===== src/rtl/imem_loader_pkg.sv =====
// ---------------------------------------------------------------------------
// imem_loader_pkg
//
// Shared definitions for the boot-time instruction-memory loader:
//   XLEN          - core data width in bits
//   IMEM_ADDR_BIT - byte address width of the instruction memory
//   WADDR_W       - word address width seen on the imem write port
//   LANES         - bytes per word
//   LANE_IDX_W    - width of the byte-lane index
//   load_state_t  - loader FSM states
// ---------------------------------------------------------------------------
package imem_loader_pkg;

  localparam int XLEN          = 32;
  localparam int IMEM_ADDR_BIT = 12;
  localparam int WADDR_W       = IMEM_ADDR_BIT - 2;
  localparam int LANES         = XLEN / 8;
  localparam int LANE_IDX_W    = (LANES > 1) ? $clog2(LANES) : 1;

  typedef enum logic [2:0] {
    ST_IDLE  = 3'd0,
    ST_RECV  = 3'd1,
    ST_WRITE = 3'd2,
    ST_DONE  = 3'd3,
    ST_ERR   = 3'd4
  } load_state_t;

  // Index of the most significant byte lane; accepting it completes a word.
  function automatic logic [LANE_IDX_W-1:0] final_lane_idx();
    return LANE_IDX_W'(LANES - 1);
  endfunction

endpackage


===== src/rtl/imem_word_packer.sv =====
// ---------------------------------------------------------------------------
// imem_word_packer
//
// Collects host bytes into one little-endian word. Byte n of a word lands
// in bits [8n+7:8n]. The loader FSM clears the packer at the start of each
// word and whenever a partial word has to be thrown away.
//
// Ports:
//   clk         in   clock
//   rst         in   asynchronous active-high reset
//   clear       in   drop any partial word and restart at lane 0
//   push        in   accept din into the current lane
//   din         in   host byte
//   last_lane   out  the next push completes the word
//   packed_word out  current lanes with din merged into the current lane,
//                    i.e. the word as it will look once din is accepted
// ---------------------------------------------------------------------------
module imem_word_packer
  import imem_loader_pkg::*;
(
  input  logic            clk,
  input  logic            rst,
  input  logic            clear,
  input  logic            push,
  input  logic [7:0]      din,
  output logic            last_lane,
  output logic [XLEN-1:0] packed_word
);

  logic [LANE_IDX_W-1:0] byte_idx;
  logic [XLEN-1:0]       lanes;
  logic                  word_full;

  // Once all lanes are filled further pushes are refused until the FSM
  // clears the packer, so a stray push can never corrupt a finished word.
  always_ff @(posedge clk or posedge rst) begin
    if (rst) begin
      byte_idx  <= '0;
      lanes     <= '0;
      word_full <= 1'b0;
    end else if (clear) begin
      byte_idx  <= '0;
      lanes     <= '0;
      word_full <= 1'b0;
    end else if (push && !word_full) begin
      lanes    <= packed_word;
      byte_idx <= byte_idx + 1'b1;
      if (last_lane) begin
        word_full <= 1'b1;
      end
    end
  end

  // The merged word is exposed combinationally so the loader can register
  // the complete word in the same edge that accepts its final byte.
  always_comb begin
    packed_word = lanes;
    packed_word[{byte_idx, 3'b000} +: 8] = din;
  end

  assign last_lane = (byte_idx == final_lane_idx());

endmodule


===== src/rtl/imem_loader.sv =====
// ---------------------------------------------------------------------------
// imem_loader
//
// Boot-time instruction-memory loader. Takes a byte stream from the host
// link, packs it little-endian into words and writes them to consecutive
// imem word addresses 0..last_addr, holding the core stalled meanwhile.
// A load aborts if the host goes silent for TIMEOUT_CYC cycles.
//
// Parameters:
//   TIMEOUT_CYC  idle cycles tolerated between accepted bytes (>= 2)
//
// Ports:
//   i_clk         in   clock
//   i_rst         in   asynchronous active-high reset
//   i_start       in   start pulse, honoured only when idle
//   i_last_addr   in   last word address to load, sampled with i_start
//   i_byte_valid  in   host byte valid
//   i_byte        in   host byte
//   o_byte_ready  out  loader accepts a byte this cycle
//   o_imem_we     out  imem write enable, one cycle per word
//   o_imem_waddr  out  imem word address
//   o_imem_wdata  out  imem write data
//   o_core_hold   out  core stall request
//   o_busy        out  load in progress
//   o_done        out  one-cycle pulse on successful completion
//   o_err         out  one-cycle pulse on timeout abort
//
// Every output is a register loaded from the next-state decode, so each
// output reflects the state the FSM is in during that cycle.
// ---------------------------------------------------------------------------
module imem_loader
  import imem_loader_pkg::*;
#(
  parameter int TIMEOUT_CYC = 1_000_000
) (
  input  logic               i_clk,
  input  logic               i_rst,
  input  logic               i_start,
  input  logic [WADDR_W-1:0] i_last_addr,
  input  logic               i_byte_valid,
  input  logic [7:0]         i_byte,
  output logic               o_byte_ready,
  output logic               o_imem_we,
  output logic [WADDR_W-1:0] o_imem_waddr,
  output logic [XLEN-1:0]    o_imem_wdata,
  output logic               o_core_hold,
  output logic               o_busy,
  output logic               o_done,
  output logic               o_err
);

  localparam int CNT_W = (TIMEOUT_CYC > 2) ? $clog2(TIMEOUT_CYC) : 1;
  localparam logic [CNT_W-1:0] CNT_LAST = CNT_W'(TIMEOUT_CYC - 1);

  load_state_t        state, state_n;
  logic [WADDR_W-1:0] last_addr, last_addr_n;
  logic [WADDR_W-1:0] addr, addr_n;
  logic [CNT_W-1:0]   idle_cnt, idle_cnt_n;

  logic               we_n;
  logic [WADDR_W-1:0] waddr_n;
  logic [XLEN-1:0]    wdata_n;
  logic               ready_n;
  logic               busy_n;
  logic               done_n;
  logic               err_n;

  logic               accept;
  logic               pk_clear;
  logic               pk_push;
  logic               pk_last_lane;
  logic [XLEN-1:0]    pk_word;

  imem_word_packer u_packer (
    .clk         (i_clk),
    .rst         (i_rst),
    .clear       (pk_clear),
    .push        (pk_push),
    .din         (i_byte),
    .last_lane   (pk_last_lane),
    .packed_word (pk_word)
  );

  // o_byte_ready is high exactly in RECV, so the handshake alone tells us
  // a byte is being taken this cycle.
  assign accept = o_byte_ready & i_byte_valid;

  // State register plus all registered outputs.
  always_ff @(posedge i_clk or posedge i_rst) begin
    if (i_rst) begin
      state        <= ST_IDLE;
      last_addr    <= '0;
      addr         <= '0;
      idle_cnt     <= '0;
      o_byte_ready <= 1'b0;
      o_imem_we    <= 1'b0;
      o_imem_waddr <= '0;
      o_imem_wdata <= '0;
      o_core_hold  <= 1'b0;
      o_busy       <= 1'b0;
      o_done       <= 1'b0;
      o_err        <= 1'b0;
    end else begin
      state        <= state_n;
      last_addr    <= last_addr_n;
      addr         <= addr_n;
      idle_cnt     <= idle_cnt_n;
      o_byte_ready <= ready_n;
      o_imem_we    <= we_n;
      o_imem_waddr <= waddr_n;
      o_imem_wdata <= wdata_n;
      o_core_hold  <= busy_n;
      o_busy       <= busy_n;
      o_done       <= done_n;
      o_err        <= err_n;
    end
  end

  // Next-state and next-output decode. The write address/data are loaded
  // on the edge that accepts the final byte of a word, so they are already
  // stable during the single WRITE cycle. An accepted byte takes priority
  // over the timeout, so a byte arriving exactly at the limit still counts.
  always_comb begin
    state_n     = state;
    last_addr_n = last_addr;
    addr_n      = addr;
    idle_cnt_n  = idle_cnt;
    we_n        = 1'b0;
    waddr_n     = o_imem_waddr;
    wdata_n     = o_imem_wdata;
    pk_clear    = 1'b0;
    pk_push     = 1'b0;

    case (state)
      ST_IDLE: begin
        if (i_start) begin
          last_addr_n = i_last_addr;
          addr_n      = '0;
          idle_cnt_n  = '0;
          pk_clear    = 1'b1;
          state_n     = ST_RECV;
        end
      end

      ST_RECV: begin
        if (accept) begin
          pk_push    = 1'b1;
          idle_cnt_n = '0;
          if (pk_last_lane) begin
            we_n    = 1'b1;
            waddr_n = addr;
            wdata_n = pk_word;
            state_n = ST_WRITE;
          end
        end else if (idle_cnt == CNT_LAST) begin
          pk_clear = 1'b1;
          state_n  = ST_ERR;
        end else begin
          idle_cnt_n = idle_cnt + 1'b1;
        end
      end

      ST_WRITE: begin
        if (addr == last_addr) begin
          state_n = ST_DONE;
        end else begin
          addr_n     = addr + 1'b1;
          idle_cnt_n = '0;
          pk_clear   = 1'b1;
          state_n    = ST_RECV;
        end
      end

      ST_DONE: state_n = ST_IDLE;

      ST_ERR: state_n = ST_IDLE;

      default: state_n = ST_IDLE;
    endcase

    ready_n = (state_n == ST_RECV);
    busy_n  = (state_n != ST_IDLE);
    done_n  = (state_n == ST_DONE);
    err_n   = (state_n == ST_ERR);
  end

endmodule


===== config.mk =====
export PLATFORM = sky130hd
export DESIGN_NAME = imem_loader
export DESIGN_NICKNAME = d
export VERILOG_FILES = /design/src/rtl/imem_loader_pkg.sv /design/src/rtl/imem_word_packer.sv /design/src/rtl/imem_loader.sv
export SDC_FILE = /design/constraint.sdc
export NUM_CORES = 1
export LEC_CHECK = 0
export ABC_CLOCK_PERIOD_IN_PS = 4860
export BUFFER_PORTS_ARGS = -buffer_cell sky130_fd_sc_hd__buf_4
export CORE_ASPECT_RATIO = 0.9
export CORE_UTILIZATION = 49
export CTS_BUF_LIST = sky130_fd_sc_hd__clkbuf_16
export DETAILED_ROUTE_END_ITERATION = 7
export PLACE_DENSITY = 0.69
export SLEW_MARGIN = 20
export SYNTH_ARGS = -nofsm -noshare
export SYNTH_HDL_FRONTEND = slang
export SYNTH_SLANG_ARGS = --single-unit
export TNS_END_PERCENT = 10

===== constraint.sdc =====
create_clock -name i_clk -period 4.86 [get_ports i_clk]
set_input_delay 0.486 -clock i_clk [delete_from_list [all_inputs] [get_ports i_clk]]
set_output_delay 0.486 -clock i_clk [all_outputs]
set_load 0.1 [all_outputs]

==> results of run 1 <==
[path summary, 6_finish.rpt]
| check | to | startpoint | cells after the start | slack (ns) |
|---|---|---|---|---|
| min in group i_clk | last_addr[0] | i_last_addr[0] | 3 | 0.26 |
| worst max-delay path | u_packer.lanes[20] | u_packer.byte_idx[0] | 7 | 2.17 |
| worst min-delay path | o_imem_wdata[12] | i_rst | 2 | 0.26 |
| worst max register to register | u_packer.lanes[20] | u_packer.byte_idx[0] | 7 | 2.17 |
| worst min register to register | o_imem_wdata[13] | o_imem_wdata[13] | 2 | 0.48 |
| max in group asynchronous | o_imem_wdata[2] | i_rst | 3 | 3.65 |
[placed cells by master (no fill, tap or decap), drive strengths merged, types with 6 or more instances in the layout]
master | Yosys | layout
nor2 | 52 | 52
and2 | 6 | 6
mux2i | 9 | 9
nand2 | 133 | 133
nor2b | 32 | 32
and3 | 6 | 6
o21ai | 37 | 37
a21oi | 39 | 39
buf | 10 | 72
nand3 | 14 | 14
ha | 8 | 8
nor3 | 10 | 10
clkbuf | 26 | 17
a31oi | 7 | 7
a22oi | 33 | 33
clkinv | 0 | 8
inv | 10 | 12
xor2 | 11 | 11
nand4 | 6 | 6
dfrtp | 125 | 125
[logic make-up after synthesis]
kind of cell / count (synthesis) / synth area share, %
buf+inv: 46 / 4.15
xor+xnor: 12 / 2.01
mux: 9 / 1.51
fa+ha+maj: 8 / 1.68
simple gates: 283 / 23.0
compound gates: 143 / 15.2
flops: 125 / 52.4
[per-stage QoR]
step | setup WS (ns) | utilization [%] | power, uW | cell area [um^2]
after detailed placement | 2.04 | 55.8 | 2890 | 6510
after global routing | 1.90 | 60.6 | 4270 | 7070
final | 2.17 | 60.6 | 4080 | 7070
after floorplan | 1.05 | - | 2580 | 5970
after CTS | 2.03 | 60.6 | 4100 | 7070
after global placement | 2.17 | 55.8 | 2860 | 6510
[sequential cells by signal, indices dropped and copies added, names as in the netlist, 2 cells and up]
register / cells
idle_cnt: 20
o_imem_wdata: 32
state: 3
u_packer.byte_idx: 2
last_addr: 10
o_imem_waddr: 10
u_packer.lanes: 32
addr: 10
[area by class of cell]
| type | instances | area [um^2] |
|---|---|---|
| fill | 993 | 4590 |
| timing repair buffer | 72 | 541 |
| inverter | 10 | 42.5 |
| multi-input combinational | 455 | 2610 |
| clock buffer | 17 | 425 |
| tap | 156 | 195 |
| sequential | 125 | 3130 |
| clock inverter | 15 | 133 |
[power by group through the flow]
stage          Clock (uW)  Sequential [uW]  Combinational, uW
2_1_floorplan           0             1940                643
3_3_place_gp            0             1390               1460
6_report             1200             1390               1490
4_1_cts              1210             1390               1490
5_1_grt              1260             1420               1600
3_5_place_dp            0             1400               1490
[per-layer routing]
metal	up-vias	wire length, um	global-route usage, %
met2	142	6770	36.8
met5	-	0	0
met1	2381	6170	31.5
met4	0	195	9.89
li1	2278	-	-
met3	19	635	3.88
[Yosys cell counts (all sizes together) (2+ instances only)]
cell type / instances / share of area, %
nand4: 6 / 0.63
o211ai: 3 / 0.38
nor4: 4 / 0.78
a31o: 2 / 0.29
xor2: 11 / 1.9
o21ai: 37 / 3.1
nand2: 133 / 8.4
dfrtp: 125 / 52
a31oi: 7 / 0.73
a21oi: 39 / 3.3
or3b: 2 / 0.29
and4: 4 / 0.63
mux2i: 9 / 1.5
or4: 3 / 0.38
nor4b: 3 / 0.54
o22a: 4 / 0.59
o221ai: 3 / 0.44
or3: 2 / 0.21
a22oi: 33 / 4.2
buf: 10 / 1.8
nor2b: 32 / 3.4
nor2: 52 / 3.4
inv: 10 / 0.63
a22o: 2 / 0.29
nand3: 14 / 1.3
clkbuf: 26 / 1.7
and3: 6 / 0.63
ha: 8 / 1.7
nor3: 10 / 1.1
and2: 6 / 0.63
nand3b: 2 / 0.25
o31ai: 4 / 0.59
==> results.cfg, run 1 <==
[cts]
clock_latency_ns = 0.41
htreeDepth = 4
cts_setup_buffers = 0
clkTransAtPathRegs_ns = 0.06
cts_root_buffer = clkbuf_16
cts_tree = built
postCtsResizedCells = 0
ctsHoldBuffers = 0
cts.sinks = 125
clockBufferDepth = 2
cts_made_buffers = 17

[critical_path]
critPathCaptureType = flip-flop
cpMaxStageDelayCell = nor3_1
cp.required_ns = 5.20
crit_family = simple AND/OR/NAND/NOR gates
slowest_delay_ns = 0.79
start_kind = flip-flop
cp_max_fo = 10
worstSetupPathType = reg -> reg
crit_arrival_ns = 3.02
critical_path_buf_inv_count = 1
worstPathCellList = inv_1 -> ha_1 -> nand2_1 -> nor3_1 -> and2_1 -> a22oi_1 -> nor2_1

[floorplanning]
die_w_um = 118
initial_core_util_pct = 51.2
fp.dieH_um = 107
core_area_mm2 = 0.0117
rows = 37
die_area_mm2 = 0.0126
io-pin-count = 70

[sta]
timing.hold.ws_ns = 0.257
fin_skew_ns = 0.0158
rsz0062_at_grt = no
worst_pin_slew_ns = 1.03
post-route-min-period_ns = 2.69
setup_viol = 0
fin_crit_sh_pct = 55.3
finalMaxSlewViolations = 0
final.setup.tns_ns = 0
worst_slew_margin_rel_pct = 30.9
hold_viol_final = 0
fmax_mhz = 372

[power]
ir_worst_vdd_mv = 0.299
powerDensity_mw_per_mm2 = 577
swShare_pct = 42.6
p_switching_uw = 1740
power.share.sequential_pct = 34.1
clkPwrFrac_pct = 29.4
p_leak_uw = 0.00339
combPwrFrac_pct = 36.5
internal_power_uw = 2340

[route]
routed_wl_um = 13800
wl_per_cell_um = 16.2
ant_nets = 0
first_iter_violations = 439
vias = 4820
drc = 0
viasPerCell = 5.67
firstDrtPassIters = 5

[synth]
syn_avg_cell_area_um2 = 9.54
syn_area_mm2 = 0.00597
synth-edff-count = 0
yosysUniqueCellTypes = 62
async_reset_ff_share_pct = 100
ys_seq_elements = 125
synth_nets = 656
synth_ff_type = dfrtp_1
yosysWarnings = 0
syn_inst = 626
ys_seq_area_share_pct = 52.4

[status]
outcome = finished, final reports clean

[grt]
antenna_found_initial = 0
first_global_vias = 4634
grt-ovfl-total = 0
track_usage_pct = 23.1
grt_start_max_net_pins = 94
grt_pass1_wl_um = 23100

[layout]
finalNonFillerCells = 850
layout-drive-gt1-share_pct = 18.0
diodes = 0
areaGrowthSynthToFinish_pct = 18.5
nets = 711

[worst_hold_path]
hold_path.class = in -> async

[place]
port_buffers = 69
dpl.cell_count = 818
routabilityCongestion = 0.801
dp_hpwl_um = 8910

[flow_run]
drv_cap = 0
Note: power is estimated with default switching activity, not from simulation.
==> run 2: changes to the inputs <==
Settings changed: ABC_CLOCK_PERIOD_IN_PS 4860 to 2200, PLACE_DENSITY 0.69 to 0.72.
Clock period 4.86 ns to 2.2 ns, I/O delays scaled along.
==> results.cfg, run 2 (synthesis gave the netlist of run 1 again) <==
[route]
ant_nets = 0
viasPerCell = 5.49
first_iter_violations = 469
routed_wl_um = 13800
drc = 0
vias = 4831
wl_per_cell_um = 15.7
firstDrtPassIters = 6

[floorplanning]
rows = 37
fp.dieH_um = 107
core_area_mm2 = 0.0117
io-pin-count = 70
die_w_um = 118
die_area_mm2 = 0.0126
initial_core_util_pct = 51.2

[critical_path]
worstPathCellList = or3b_1 -> nor3_4 -> nand2_1 -> a22oi_1 -> nor2_1
critical_path_buf_inv_count = 0
reg2reg_from = state[0]
slowest_delay_ns = 0.47
cpMaxStageDelayCell = or3b_1
crit_arrival_ns = 2.43
cp.required_ns = 2.49
crit_family = simple AND/OR/NAND/NOR gates
rrSetupSlack_ns = 0.07
timing.rr.end = u_packer.lanes[23]
worstSetupPathType = reg -> reg
r2r_cells = 5
cp_max_fo = 10
start_kind = flip-flop
critPathCaptureType = flip-flop

[cts]
cts.sinks = 125
clkTransAtPathRegs_ns = 0.05
cts_made_buffers = 17
cts_setup_buffers = 0
clockBufferDepth = 2
htreeDepth = 4
cts_tree = built
cts_root_buffer = clkbuf_16
clock_latency_ns = 0.41

[layout]
areaGrowthSynthToFinish_pct = 24.4
diodes = 0
layout-drive-gt1-share_pct = 21.1
finalNonFillerCells = 880
nets = 742
final_cell_mix = nand2_1, dfrtp_1, buf_4
top_regs = o_imem_wdata (32), u_packer.lanes (32), idle_cnt (20)
mostFrequentLayoutCell = nand2_1

[place]
port_buffers = 69
dpl_worst_slack_ns = 0.126
dpl.cell_count = 844
dp_hpwl_um = 9180
routabilityCongestion = 0.817

[sta]
hold_viol_final = 29
setup_viol = 0
worst_slew_margin_rel_pct = 53.2
fin_skew_ns = 0.0113
timing.hold.ws_ns = -0.0420
finalMaxSlewViolations = 0
final.setup.worst_slack_ns = 0.0659
worst_pin_slew_ns = 0.701
rsz0062_at_grt = yes
post-route-min-period_ns = 2.13
fin_crit_sh_pct = 97.0
fmax_mhz = 469

[power]
combPwrFrac_pct = 36.9
swShare_pct = 40.6
powerDensity_mw_per_mm2 = 1280
ir_worst_vdd_mv = 0.791
p_leak_uw = 0.00358
internal_power_uw = 5660
power.share.sequential_pct = 31.9
p_switching_uw = 3870
clkPwrFrac_pct = 31.2

[grt]
antenna_found_initial = 0
first_global_vias = 4591
grt_pass1_wl_um = 22900
grt-ovfl-total = 0
grt_start_max_net_pins = 126
track_usage_pct = 23.2

[worst_hold_path]
hold_path.class = in -> async

[status]
outcome = finished, violations left
failed_checks = negative hold slack

[flow_run]
drv_cap = 0
==> run 2: cell count changes in the layout (fill, tap and decap cells not counted), sizes merged <==
cell         delta
clkinvlp        -1
buf            +26
bufinv          +3
inv             -1
dlygate4sd3     +5
clkinv          -2
==> run 2: worst min-delay path, delay by kind of cell <==
kind | cells | cell delay [ns]
buffers and inverters | 3 | 0.63
==> run 2: power by group through the flow <==
stage | logic (uW) | registers (uW) | clock network (uW)
after floorplan | 1420 | 4280 | 0
after global placement | 3410 | 3050 | 0
after detailed placement | 3490 | 3070 | 0
after CTS | 3510 | 3040 | 3000
after global routing | 3770 | 3100 | 3120
final | 3520 | 3040 | 2970
==> run 2: stage by stage <==
stage / util [%] / hold WS, ns / TNS (ns) / power [uW] / cell area [um^2]
3_3_place_gp: 57.7 / 0.410 / 0 / 6460 / 6730
5_1_grt: 63.7 / 0.0208 / -0.0330 / 9980 / 7430
4_1_cts: 63.5 / 0.00217 / 0 / 9550 / 7410
2_1_floorplan: - / 0.325 / 0 / 5700 / 5970
3_5_place_dp: 57.7 / 0.415 / 0 / 6560 / 6730
6_report: 63.7 / -0.0420 / 0 / 9530 / 7430
==> run 2: how the worst max path moves through the flow <==
| stage | startpoint | end | slack [ns] | cells past startpoint |
|---|---|---|---|---|
| floorplan | o_byte_ready | u_packer.lanes[0] | 0.003 | 7 |
| global placement | idle_cnt[0] | u_packer.lanes[11] | 0.21 | 8 |
| detailed placement | idle_cnt[0] | u_packer.lanes[0] | 0.13 | 8 |
| CTS | state[0] | u_packer.lanes[23] | 0.11 | 5 |
| global route | state[0] | u_packer.lanes[1] | -0.03 | 5 |
| finish | state[0] | u_packer.lanes[23] | 0.07 | 5 |
==> run 2: per-layer routing <==
layer  up-vias  track usage [%]  part of all wire (%)
li1       2342                -                     -
met1      2353             31.4                    45
met2       125             37.4                    49
met3        11             5.59                   5.0
met4         0             6.87                  0.85
met5         -                0                     0
==> run 2: what timing repair did <==
action / CTS / global route
endpoints found under the hold margin: 5 / 0
endpoints found under the setup margin: 0 / 42
hold buffers: 5 / 0
gates resized for setup: 0 / 5
==> run 2: final cells by class <==
cell class | count | area (um^2)
multi-input combinational | 455 | 2620
clock buffer | 17 | 425
inverter | 10 | 41.3
timing repair buffer | 103 | 811
clock inverter | 14 | 203
tap | 156 | 195
sequential | 125 | 3130
fill | 985 | 4240
==> run 3: changes to the inputs <==
Settings changed: BUFFER_PORTS_ARGS -buffer_cell sky130_fd_sc_hd__buf_4 to -buffer_cell sky130_fd_sc_hd__buf_2, CORE_ASPECT_RATIO 0.9 to 1.1, SLEW_MARGIN 20 to not set.
==> results.cfg, run 3 (synthesis gave the netlist of run 1 again) <==
[status]
outcome = finished, final reports clean

[critical_path]
worstPathCellList = nor4b_1 -> nand4_1 -> o31ai_2 -> a22o_1 -> a221o_1
crit_family = compound AO/OA/AOI/OAI gates
start_kind = flip-flop
critical_path_buf_inv_count = 0
rrSetupSlack_ns = 0.20
startpoint = idle_cnt[7]
critPathCaptureType = flip-flop
cp_max_fo = 7
cp.required_ns = 2.55
r2r_cells = 5
slowest_delay_ns = 0.43
cpMaxStageDelayCell = dfrtp_1
crit_arrival_ns = 2.36
reg2reg_from = idle_cnt[7]
worstSetupPathType = reg -> reg
timing.rr.end = idle_cnt[11]

[cts]
cts_root_buffer = clkbuf_16
htreeDepth = 4
cts.sinks = 125
cts_tree = built
cts_made_buffers = 17
clkTransAtPathRegs_ns = 0.05
clock_latency_ns = 0.43
clockBufferDepth = 2
postCtsResizedCells = 0

[place]
routabilityCongestion = 0.761
dpl_worst_slack_ns = 0.138
placed_area_mm2 = 0.00655
port_buffers = 69
dp_hpwl_um = 9170

[layout]
top_regs = o_imem_wdata (32), u_packer.lanes (32), idle_cnt (20)
layout-drive-gt1-share_pct = 19.9
finalInstanceArea_mm2 = 0.00718
diodes = 0
mostFrequentLayoutCell = nand2_1
final_cell_mix = nand2_1, dfrtp_1, buf_2
areaGrowthSynthToFinish_pct = 20.3
nets = 748

[sta]
hold_viol_final = 0
worst_slew_margin_rel_pct = 57.0
setup_viol = 0
fmax_mhz = 499
fin_skew_ns = 0.0138
worst_pin_slew_ns = 0.645
final.setup.worst_slack_ns = 0.195
final.setup.tns_ns = 0
finalMaxSlewViolations = 0
post-route-min-period_ns = 2.00
fin_crit_sh_pct = 91.1
rsz0062_at_grt = no

[grt]
grt-ovfl-total = 0
grt_pass1_wl_um = 22600
grt_start_max_net_pins = 123
antenna_found_initial = 0
first_global_vias = 4683
track_usage_pct = 22.9

[power]
powerDensity_mw_per_mm2 = 1240
clkPwrFrac_pct = 27.6
combPwrFrac_pct = 38.4
p_leak_uw = 0.00354
power.share.sequential_pct = 34.0
p_switching_uw = 3820
swShare_pct = 42.9
ir_worst_vdd_mv = 1.15
internal_power_uw = 5090

[route]
drc = 0
first_iter_violations = 251
firstDrtPassIters = 5
vias = 4887
wl_per_cell_um = 15.6
viasPerCell = 5.55
routed_wl_um = 13700
ant_nets = 0

[floorplanning]
die_area_mm2 = 0.0126
io-pin-count = 70
core_area_mm2 = 0.0116
initial_core_util_pct = 51.3
die_w_um = 107
rows = 41
fp.dieH_um = 118

[worst_hold_path]
min_to = last_addr[0]
min_from = i_last_addr[0]
hold_path.class = in -> reg
min_delay_path_depth = 3

[flow_run]
drv_cap = 0
-- run 3: cell types whose count changed in the layout (fill, tap and decap cells not counted), moves of 4 or more --
cell           before  now
bufinv_16           5    1
buf_4              96   28
clkinv_1            0    4
dlygate4sd3_1       5    9
buf_2               0   69
-- run 3: repair_timing --
item	CTS	global route
buffers inserted	0	2
hold buffers	9	0
hold endpoints to repair	11	0
setup endpoints to repair	0	7
-- run 3: tightest hold or removal path, stage by stage --
cell	delay [ns]
buf_2	0.08
nand2_1	0.04
nand2_1	0.05
-- run 3: worst max path at each step --
stage | end | slack (ns) | depth (start not counted)
3_3_place_gp | u_packer.lanes[31] | 0.21 | 5
2_1_floorplan | u_packer.lanes[0] | 0.003 | 7
6_report | idle_cnt[11] | 0.20 | 5
4_1_cts | u_packer.lanes[31] | 0.13 | 5
3_5_place_dp | u_packer.lanes[31] | 0.14 | 5
5_1_grt | idle_cnt[11] | 0.03 | 5
-- run 3: power by group through the flow --
stage	clock (uW)	combinational (uW)	sequential, uW
floorplan	0	1420	4280
global placement	0	3300	3040
detailed placement	0	3370	3060
CTS	2490	3390	3030
global route	2590	3660	3080
finish	2460	3420	3030
-- run 3: area by class of cell --
type	count	area, um^2
Clock buffer	17	425
Clock inverter	14	90.1
Fill cell	952	4460
Inverter	10	41.3
Multi-Input combinational cell	455	2600
Sequential cell	125	3130
Tap cell	150	188
Timing Repair Buffer	109	706
-- run 3: layer usage --
layer	part of all wire, %	vias up	routed length [um]	global-route usage, %
met5	0	-	0	0
met4	1.7	0	238	8.56
met3	5.1	22	700	5.48
met2	49	143	6770	36.4
met1	44	2367	5990	30.4
li1	-	2355	-	-
-- run 3: metrics by stage --
| step | total power [uW] | cells | hold slack [ns] | utilization, % |
|---|---|---|---|---|
| floorplan | 5700 | 626 | 0.325 | - |
| global placement | 6340 | 838 | 0.113 | 56.2 |
| detailed placement | 6430 | 838 | 0.118 | 56.2 |
| CTS | 8910 | 878 | 0.000530 | 61.4 |
| global route | 9330 | 880 | 0.0173 | 61.7 |
| finish | 8920 | 880 | 0.00595 | 61.7 |
